==> config.mk <==
export PLATFORM = sky130hd
export DESIGN_NAME = micro_loader_flat
export DESIGN_NICKNAME = d
export VERILOG_FILES = /design/src/rtl/micro_loader_pkg.sv /design/src/rtl/micro_loader_if.sv /design/src/rtl/micro_loader_rx_timeout.sv /design/src/rtl/micro_loader.sv /design/src/flat_wrapper.sv
export SDC_FILE = /design/constraint.sdc
export NUM_CORES = 1
export LEC_CHECK = 0
export CAP_MARGIN = 20
export CORE_UTILIZATION = 30
export DETAILED_ROUTE_END_ITERATION = 10
export MAX_ROUTING_LAYER = met4
export PLACE_DENSITY_LB_ADDON = 0.3
export SLEW_MARGIN = 5
export SYNTH_ARGS = -nofsm -noshare
export SYNTH_HDL_FRONTEND = slang
export SYNTH_SLANG_ARGS = --single-unit
==> constraint.sdc <==
create_clock -name clk -period 5.85 [get_ports clk]
set_input_delay 1.17 -clock clk [delete_from_list [all_inputs] [get_ports clk]]
set_output_delay 1.17 -clock clk [all_outputs]
set_load 0.03 [all_outputs]
==> src/rtl/micro_loader_pkg.sv <==
// Shared command codes, acknowledge constants and FSM state encoding for the
// micro core program loader.
package micro_loader_pkg;

   localparam logic [7:0] CMD_LOAD = 8'h4C;  // 'L'
   localparam logic [7:0] CMD_RUN  = 8'h52;  // 'R'
   localparam logic [7:0] CMD_HALT = 8'h48;  // 'H'
   localparam logic [7:0] CMD_STEP = 8'h53;  // 'S'
   localparam logic [7:0] CMD_RST  = 8'h5A;  // 'Z'
   localparam logic [7:0] ACK_ERR  = 8'h3F;  // '?'

   typedef enum logic [2:0] {
      ST_IDLE,
      ST_LEN,
      ST_HI,
      ST_LO,
      ST_ACK
   } state_t;

endpackage

==> src/rtl/micro_loader_if.sv <==
// Byte stream, acknowledge handshake, instruction RAM write port and core
// controls between the loader (master) and its surroundings (slave).
interface micro_loader_if #(
   parameter int IRAM_ADDR_BITS = 8
);
   logic [7:0]                rx_data;
   logic                      rx_valid;
   logic [7:0]                tx_data;
   logic                      tx_valid;
   logic                      tx_ready;
   logic [IRAM_ADDR_BITS-1:0] iram_wa;
   logic                      iram_wen;
   logic [15:0]               iram_din;
   logic                      PCenable;
   logic                      cpu_reset;
   logic                      busy;
   logic                      err;

   modport master (
      input  rx_data, rx_valid, tx_ready,
      output tx_data, tx_valid, iram_wa, iram_wen, iram_din,
             PCenable, cpu_reset, busy, err
   );

   modport slave (
      output rx_data, rx_valid, tx_ready,
      input  tx_data, tx_valid, iram_wa, iram_wen, iram_din,
             PCenable, cpu_reset, busy, err
   );
endinterface

==> src/rtl/micro_loader_rx_timeout.sv <==
// Inter-byte idle counter: counts enabled cycles without a byte and flags the
// TIMEOUT_CYCLES-th one.
module rx_timeout #(
   parameter int TIMEOUT_CYCLES = 50_000_000
) (
   input  logic clk,
   input  logic reset,
   input  logic clear,
   input  logic enable,
   output logic expired
);
   localparam int CW = $clog2(TIMEOUT_CYCLES + 1);
   localparam logic [CW-1:0] LIMIT = CW'(TIMEOUT_CYCLES - 1);

   logic [CW-1:0] cnt;

   always_ff @(posedge clk) begin
      if (reset)       cnt <= '0;
      else if (clear)  cnt <= '0;
      else if (enable) cnt <= cnt + CW'(1);
   end

   // cnt holds the number of idle cycles already seen, so the current cycle is the last one at LIMIT
   assign expired = enable & ~clear & (cnt == LIMIT);

endmodule

==> src/rtl/micro_loader.sv <==
// Host command decoder, instruction RAM loader and run controller for the
// micro core; one acknowledge byte is returned per command.
module micro_loader
   import micro_loader_pkg::*;
#(
   parameter int IRAM_ADDR_BITS = 8,
   parameter int TIMEOUT_CYCLES = 50_000_000
) (
   input logic            clk,
   input logic            reset,
   micro_loader_if.master bus
);
   state_t                    state;
   logic                      run_flag;
   logic [IRAM_ADDR_BITS-1:0] addr;
   logic [8:0]                remaining;
   logic [7:0]                hi_byte;
   logic [7:0]                checksum;
   logic                      in_load;
   logic                      tmo_expired;

   assign in_load = (state == ST_LEN) || (state == ST_HI) || (state == ST_LO);

   rx_timeout #(.TIMEOUT_CYCLES(TIMEOUT_CYCLES)) u_rx_timeout (
      .clk    (clk),
      .reset  (reset),
      .clear  (bus.rx_valid),
      .enable (in_load),
      .expired(tmo_expired)
   );

   always_ff @(posedge clk) begin
      if (reset) begin
         // NOTE: sequential state uses non-blocking assignments so every register samples pre-edge values.
         state         <= ST_IDLE;
         run_flag      <= 1'b0;
         addr          <= '0;
         remaining     <= '0;
         hi_byte       <= '0;
         checksum      <= '0;
         bus.tx_data   <= '0;
         bus.tx_valid  <= 1'b0;
         bus.iram_wa   <= '0;
         bus.iram_wen  <= 1'b0;
         bus.iram_din  <= '0;
         bus.PCenable  <= 1'b0;
         bus.cpu_reset <= 1'b0;
         bus.busy      <= 1'b0;
         bus.err       <= 1'b0;
      end else begin
         bus.iram_wen  <= 1'b0;
         bus.cpu_reset <= 1'b0;
         bus.err       <= 1'b0;
         bus.PCenable  <= run_flag & ~bus.busy;

         if (in_load && tmo_expired) begin
            // Abort: a pending high half is simply never written
            bus.err      <= 1'b1;
            bus.busy     <= 1'b0;
            bus.tx_data  <= ACK_ERR;
            bus.tx_valid <= 1'b1;
            state        <= ST_ACK;
         end else begin
            unique case (state)
               ST_IDLE: if (bus.rx_valid) begin
                  state        <= ST_ACK;
                  bus.tx_valid <= 1'b1;
                  bus.tx_data  <= bus.rx_data;
                  case (bus.rx_data)
                     CMD_LOAD: begin
                        run_flag     <= 1'b0;
                        bus.busy     <= 1'b1;
                        bus.PCenable <= 1'b0;
                        bus.tx_valid <= 1'b0;
                        addr         <= '0;
                        checksum     <= '0;
                        state        <= ST_LEN;
                     end
                     CMD_RUN: begin
                        run_flag     <= 1'b1;
                        bus.PCenable <= 1'b1;
                     end
                     CMD_HALT: begin
                        run_flag     <= 1'b0;
                        bus.PCenable <= 1'b0;
                     end
                     CMD_STEP: bus.PCenable  <= 1'b1;
                     CMD_RST:  bus.cpu_reset <= 1'b1;
                     default: begin
                        bus.err     <= 1'b1;
                        bus.tx_data <= ACK_ERR;
                     end
                  endcase
               end
               ST_LEN: if (bus.rx_valid) begin
                  // A length byte of zero encodes 256 words
                  remaining <= {(bus.rx_data == 8'd0), bus.rx_data};
                  state     <= ST_HI;
               end
               ST_HI: if (bus.rx_valid) begin
                  hi_byte  <= bus.rx_data;
                  checksum <= checksum + bus.rx_data;
                  state    <= ST_LO;
               end
               ST_LO: if (bus.rx_valid) begin
                  bus.iram_wen <= 1'b1;
                  bus.iram_wa  <= addr;
                  bus.iram_din <= {hi_byte, bus.rx_data};
                  addr         <= addr + 1'b1;
                  remaining    <= remaining - 9'd1;
                  checksum     <= checksum + bus.rx_data;
                  if (remaining == 9'd1) begin
                     bus.cpu_reset <= 1'b1;
                     bus.busy      <= 1'b0;
                     bus.tx_data   <= checksum + bus.rx_data;
                     bus.tx_valid  <= 1'b1;
                     state         <= ST_ACK;
                  end else begin
                     state <= ST_HI;
                  end
               end
               ST_ACK: begin
                  if (bus.rx_valid) bus.err <= 1'b1;
                  if (bus.tx_ready) begin
                     bus.tx_valid <= 1'b0;
                     state        <= ST_IDLE;
                  end
               end
               default: state <= ST_IDLE;
            endcase
         end
      end
   end

endmodule
==> src/flat_wrapper.sv <==
// flat-port wrapper written by rule: the top's interface ports become plain ports
module micro_loader_flat import micro_loader_pkg::*;
#(
   parameter int IRAM_ADDR_BITS = 8,
   parameter int TIMEOUT_CYCLES = 50_000_000
)
  (clk, reset, bus_rx_data, bus_rx_valid, bus_tx_ready, bus_tx_data, bus_tx_valid, bus_iram_wa, bus_iram_wen, bus_iram_din, bus_PCenable, bus_cpu_reset, bus_busy, bus_err);
  micro_loader_if #(.IRAM_ADDR_BITS(IRAM_ADDR_BITS)) bus_i ();
  input logic clk;
  input logic reset;
  input wire logic [$bits(bus_i.rx_data)-1:0] bus_rx_data;
  input wire logic [$bits(bus_i.rx_valid)-1:0] bus_rx_valid;
  input wire logic [$bits(bus_i.tx_ready)-1:0] bus_tx_ready;
  output wire logic [$bits(bus_i.tx_data)-1:0] bus_tx_data;
  output wire logic [$bits(bus_i.tx_valid)-1:0] bus_tx_valid;
  output wire logic [$bits(bus_i.iram_wa)-1:0] bus_iram_wa;
  output wire logic [$bits(bus_i.iram_wen)-1:0] bus_iram_wen;
  output wire logic [$bits(bus_i.iram_din)-1:0] bus_iram_din;
  output wire logic [$bits(bus_i.PCenable)-1:0] bus_PCenable;
  output wire logic [$bits(bus_i.cpu_reset)-1:0] bus_cpu_reset;
  output wire logic [$bits(bus_i.busy)-1:0] bus_busy;
  output wire logic [$bits(bus_i.err)-1:0] bus_err;
  assign bus_i.rx_data = bus_rx_data;
  assign bus_i.rx_valid = bus_rx_valid;
  assign bus_i.tx_ready = bus_tx_ready;
  assign bus_tx_data = bus_i.tx_data;
  assign bus_tx_valid = bus_i.tx_valid;
  assign bus_iram_wa = bus_i.iram_wa;
  assign bus_iram_wen = bus_i.iram_wen;
  assign bus_iram_din = bus_i.iram_din;
  assign bus_PCenable = bus_i.PCenable;
  assign bus_cpu_reset = bus_i.cpu_reset;
  assign bus_busy = bus_i.busy;
  assign bus_err = bus_i.err;
  micro_loader #(.IRAM_ADDR_BITS(IRAM_ADDR_BITS), .TIMEOUT_CYCLES(TIMEOUT_CYCLES)) u_core (.clk(clk), .reset(reset), .bus(bus_i));
endmodule
==> summary.json <==
{
  "groute.usage.overall": {"value": 0.157},
  "final_weighted_congestion_in_routability_driven_placement": {"value": 0.923},
  "hp-class": {"value": "reg2reg"},
  "number_of_detailed_route_iterations_in_the_first_pass": {"value": 5},
  "kind_of_capture_point_of_the_worst_setup_path": {"value": "register"},
  "routed_via_density": {"value": 5.10},
  "synth.yosys.seq_area_share": {"value": 0.432},
  "maximum_number_of_pins_on_one_net_before_global_route_repair": {"value": 65},
  "leakagePower": {"value": 1.87, "unit": "nW"},
  "setup.worst_path.class": {"value": "in2reg"},
  "synth_enable_flop_cells": {"value": 0},
  "synth_seq_cells": {"value": 101},
  "rsz0062_at_grt": {"value": "false"},
  "core_region_area": {"value": 15200, "unit": "µm²"},
  "num-fill-cells": {"value": 1587},
  "cap_viol_max_count": {"value": 0},
  "diodes": {"value": 0},
  "routed_wirelength": {"value": 11600, "unit": "µm"},
  "met3_wl": {"value": 538, "unit": "µm"},
  "die-height": {"value": 127, "unit": "µm"},
  "timing.max_slew.rel_slack": {"value": 0.361},
  "dr.max_layer_used": {"value": "met4"},
  "cts_buffers": {"value": 9},
  "post_synthesis_instance_area": {"value": 4680, "unit": "µm²"},
  "drc": {"value": 0},
  "skew": {"value": 0.00534, "unit": "ns"},
  "tritoncts_clock_tree": {"value": "done"},
  "worstPathArrival": {"value": 3.75, "unit": "ns"},
  "via_count": {"value": 4129},
  "htree_levels": {"value": 3},
  "status": {"value": "complete, no violations"},
  "dpl.hpwl": {"value": 8120, "unit": "µm"},
  "worst_skew_pair.late_latency": {"value": 0.35, "unit": "ns"},
  "clock_tree.root_cell": {"value": "sky130_fd_sc_hd__clkbuf_16"},
  "final_layout_size_suffix_gt1_frac": {"value": 0.0547},
  "power.ir.vdd_worst": {"value": 0.000168, "unit": "V"},
  "netlist-cell-type-count": {"value": 60},
  "placement.io_buffers": {"value": 49},
  "areaGrowthSynthToFinish": {"value": 19.1, "unit": "%"},
  "final_setup_viols": {"value": 0},
  "antenna_found_initial": {"value": 0},
  "nets": {"value": 642},
  "synth_top_flop_cell": {"value": "sky130_fd_sc_hd__dfxtp_1"},
  "crit_fanout": {"value": 9},
  "power_per_cell_area": {"value": 249, "unit": "nW/µm²"},
  "hold_viol": {"value": 0},
  "grt_pass1_vias": {"value": 3856},
  "clk_path_buf_depth": {"value": 2},
  "io_pins": {"value": 50},
  "finalCriticalPeriod": {"value": 3.48, "unit": "ns"},
  "clk_sink_count": {"value": 101},
  "grt_pass1_wl": {"value": 19400, "unit": "µm"},
  "worst-slew-pin-transition": {"value": 0.957, "unit": "ns"},
  "route.detailed.wl_per_inst": {"value": 14.3, "unit": "µm"},
  "synth_async_sr_flop_share": {"value": 0},
  "register_area": {"value": 2020, "unit": "µm²"},
  "wirelength_met1": {"value": 5700, "unit": "µm"},
  "dp_worst_setup_slack": {"value": 2.02, "unit": "ns"},
  "ant_nets": {"value": 0},
  "floorplan.die_area": {"value": 16100, "unit": "µm²"},
  "grt.overflow.total": {"value": 0},
  "hold_buffers": {"value": 0},
  "worst_ep_required_time": {"value": 6.12, "unit": "ns"},
  "ys.warnings.count": {"value": 0},
  "starting_density_of_the_core": {"value": 0.308},
  "cts_resized": {"value": 0},
  "post_route_worst_setup_slack": {"value": 2.37, "unit": "ns"},
  "drt_iter0_drc": {"value": 267},
  "clock_pin_slew_of_the_registers_on_the_worst_case_setup_and_hold_paths": {"value": 0.07, "unit": "ns"},
  "syn_avg_cell_area": {"value": 7.96, "unit": "µm²"},
  "timing.setup.tns": {"value": 0, "unit": "ns"},
  "route.met2.wl": {"value": 5080, "unit": "µm"},
  "worst_hold_slack": {"value": 0.456, "unit": "ns"},
  "timing.final.max_slew_violations": {"value": 0},
  "num_rows": {"value": 45},
  "period_share": {"value": 0.595},
  "fmax": {"value": 287, "unit": "MHz"},
  "die_w": {"value": 127, "unit": "µm"},
  "multiInputGateArea": {"value": 2470, "unit": "µm²"},
  "postSynthCellCount": {"value": 588},
  "cts_setup_buffers": {"value": 0},
  "syn_nets": {"value": 612},
  "start_kind": {"value": "primary input"}
}
logic make-up after synthesis:
family | share of synthesized area
simple gates | 0.268
compound gates | 0.170
buf+inv | 0.0406
flops | 0.432
mux | 0.00214
xor+xnor | 0.0542
fa+ha+maj | 0.0337
worst max-delay path: stages:
cell                              delay (ns)
sky130_fd_sc_hd__clkdlybuf4s50_1        0.68
sky130_fd_sc_hd__ha_1                   0.23
sky130_fd_sc_hd__inv_1                  0.05
sky130_fd_sc_hd__fa_1                   0.39
sky130_fd_sc_hd__nor2b_1                0.12
sky130_fd_sc_hd__o21ai_0                0.09
sky130_fd_sc_hd__a21boi_0               0.23
sky130_fd_sc_hd__o21ai_0                0.13
sky130_fd_sc_hd__nor3b_1                0.16
sky130_fd_sc_hd__o31a_1                 0.27
sky130_fd_sc_hd__a211oi_1               0.22
path summary, 6_finish.rpt:
| kind | depth (start not counted) | end | start | slack (ns) |
|---|---|---|---|---|
| setup / recovery | 11 | u_core.bus.tx_data[6]$_SDFFE_PP0P_ | bus_rx_data[0] | 2.37 |
| setup reg to reg | 5 | u_core.addr[3]$_SDFFE_PP0P_ | u_core.state[2]$_SDFFE_PP0P_ | 2.85 |
| hold / removal | 2 | u_core.bus.iram_wa[4]$_SDFFE_PP0P_ | u_core.bus.iram_wa[4]$_SDFFE_PP0P_ | 0.46 |
| hold reg to reg | 2 | u_core.bus.iram_wa[4]$_SDFFE_PP0P_ | u_core.bus.iram_wa[4]$_SDFFE_PP0P_ | 0.46 |
Yosys cell counts, types with 2 or more instances:
cell	n	area share
sky130_fd_sc_hd__a22oi_1	7	0.011
sky130_fd_sc_hd__nand2b_1	2	0.0027
sky130_fd_sc_hd__inv_1	13	0.010
sky130_fd_sc_hd__nor4_4	2	0.0091
sky130_fd_sc_hd__o21ai_0	27	0.029
sky130_fd_sc_hd__nor3_2	2	0.0043
sky130_fd_sc_hd__nand4b_1	2	0.0037
sky130_fd_sc_hd__dfxtp_1	101	0.43
sky130_fd_sc_hd__nand4_1	6	0.0080
sky130_fd_sc_hd__o221ai_1	3	0.0056
sky130_fd_sc_hd__nor4b_1	2	0.0037
sky130_fd_sc_hd__nor2b_1	2	0.0027
sky130_fd_sc_hd__xnor2_1	10	0.019
sky130_fd_sc_hd__and3_1	5	0.0067
sky130_fd_sc_hd__and2_1	4	0.0053
sky130_fd_sc_hd__nor3b_1	2	0.0032
sky130_fd_sc_hd__o211ai_1	4	0.0064
sky130_fd_sc_hd__nand2_1	111	0.089
sky130_fd_sc_hd__nor2_1	64	0.051
sky130_fd_sc_hd__o2111ai_1	2	0.0037
sky130_fd_sc_hd__nand3_1	16	0.017
sky130_fd_sc_hd__a31oi_1	3	0.0040
sky130_fd_sc_hd__a21oi_2	2	0.0037
sky130_fd_sc_hd__xor2_1	19	0.036
sky130_fd_sc_hd__or2_2	5	0.0067
sky130_fd_sc_hd__ha_1	11	0.029
sky130_fd_sc_hd__and4_1	2	0.0037
sky130_fd_sc_hd__a211o_1	2	0.0037
sky130_fd_sc_hd__o22ai_1	2	0.0027
sky130_fd_sc_hd__nor3_1	18	0.019
sky130_fd_sc_hd__a21boi_0	2	0.0032
sky130_fd_sc_hd__a211oi_1	5	0.0080
sky130_fd_sc_hd__clkbuf_1	26	0.021
sky130_fd_sc_hd__buf_6	2	0.0048
sky130_fd_sc_hd__nand3b_1	2	0.0032
sky130_fd_sc_hd__a21oi_1	68	0.073
sky130_fd_sc_hd__or3_1	9	0.012
cells in the final DEF, fill, tap and decap left out, types with 3 or more instances in the layout:
cell	instances
sky130_fd_sc_hd__clkbuf_16	9
sky130_fd_sc_hd__inv_1	13
sky130_fd_sc_hd__a21oi_1	68
sky130_fd_sc_hd__o211ai_1	4
sky130_fd_sc_hd__a211oi_1	5
sky130_fd_sc_hd__or2_2	5
sky130_fd_sc_hd__clkdlybuf4s50_1	48
sky130_fd_sc_hd__dfxtp_1	101
sky130_fd_sc_hd__xor2_1	19
sky130_fd_sc_hd__a22oi_1	7
sky130_fd_sc_hd__and2_1	4
sky130_fd_sc_hd__or3_1	9
sky130_fd_sc_hd__nor2_1	64
sky130_fd_sc_hd__a31oi_1	3
sky130_fd_sc_hd__nand3_1	16
sky130_fd_sc_hd__and3_1	5
sky130_fd_sc_hd__nand2_1	111
sky130_fd_sc_hd__xnor2_1	10
sky130_fd_sc_hd__ha_1	11
sky130_fd_sc_hd__o21ai_0	27
sky130_fd_sc_hd__nor3_1	18
sky130_fd_sc_hd__o221ai_1	3
sky130_fd_sc_hd__nand4_1	6
power by group:
group	leakage, nW	internal (mW)	switching (mW)
combinational	0.904	0.0290	0.0529
clock	0.149	0.354	0.255
sequential	0.816	0.694	0.00647
per-layer routing:
metal / global-route usage / vias up
li1: - / 2077
met1: 0.208 / 1936
met3: 0.0312 / 20
met4: 0.0630 / 0
met2: 0.235 / 96
met5: - / -
flip-flops by register name, indices dropped and copies added, names as in the netlist:
name and cells:
u_core.remaining 9, u_core.bus.busy 1, u_core.bus.iram_wa 8, u_core.bus.tx_valid 1, u_core.bus.err 1, u_core.bus.tx_data 8, u_core.checksum 8, u_core.bus.cpu_reset 1
u_core.bus.PCenable 1, u_core.bus.iram_din 16, u_core.state 3, u_core.bus.iram_wen 1, u_core.hi_byte 8, u_core.u_rx_timeout.cnt 26, u_core.addr 8, u_core.run_flag 1
final cells by class:
class / instances / area share
clock buffer: 12 / 0.0460
clock inverter: 3 / 0.00785
inverter: 13 / 0.00875
multi-input combinational: 442 / 0.443
sequential: 101 / 0.362
tap: 188 / 0.0422
timing repair buffer: 51 / 0.0897
stage by stage:
stage                     std cells  power, mW  instance area [µm²]   util
after floorplan                 588      0.766                 4680      -
after global placement          795      0.798                 5280  0.347
after detailed placement        795      0.798                 5280  0.347
after CTS                       810       1.41                 5580  0.367
after global routing            810       1.45                 5580  0.367
final                           810       1.39                 5580  0.367
Note: power is estimated with default switching activity, not from simulation.
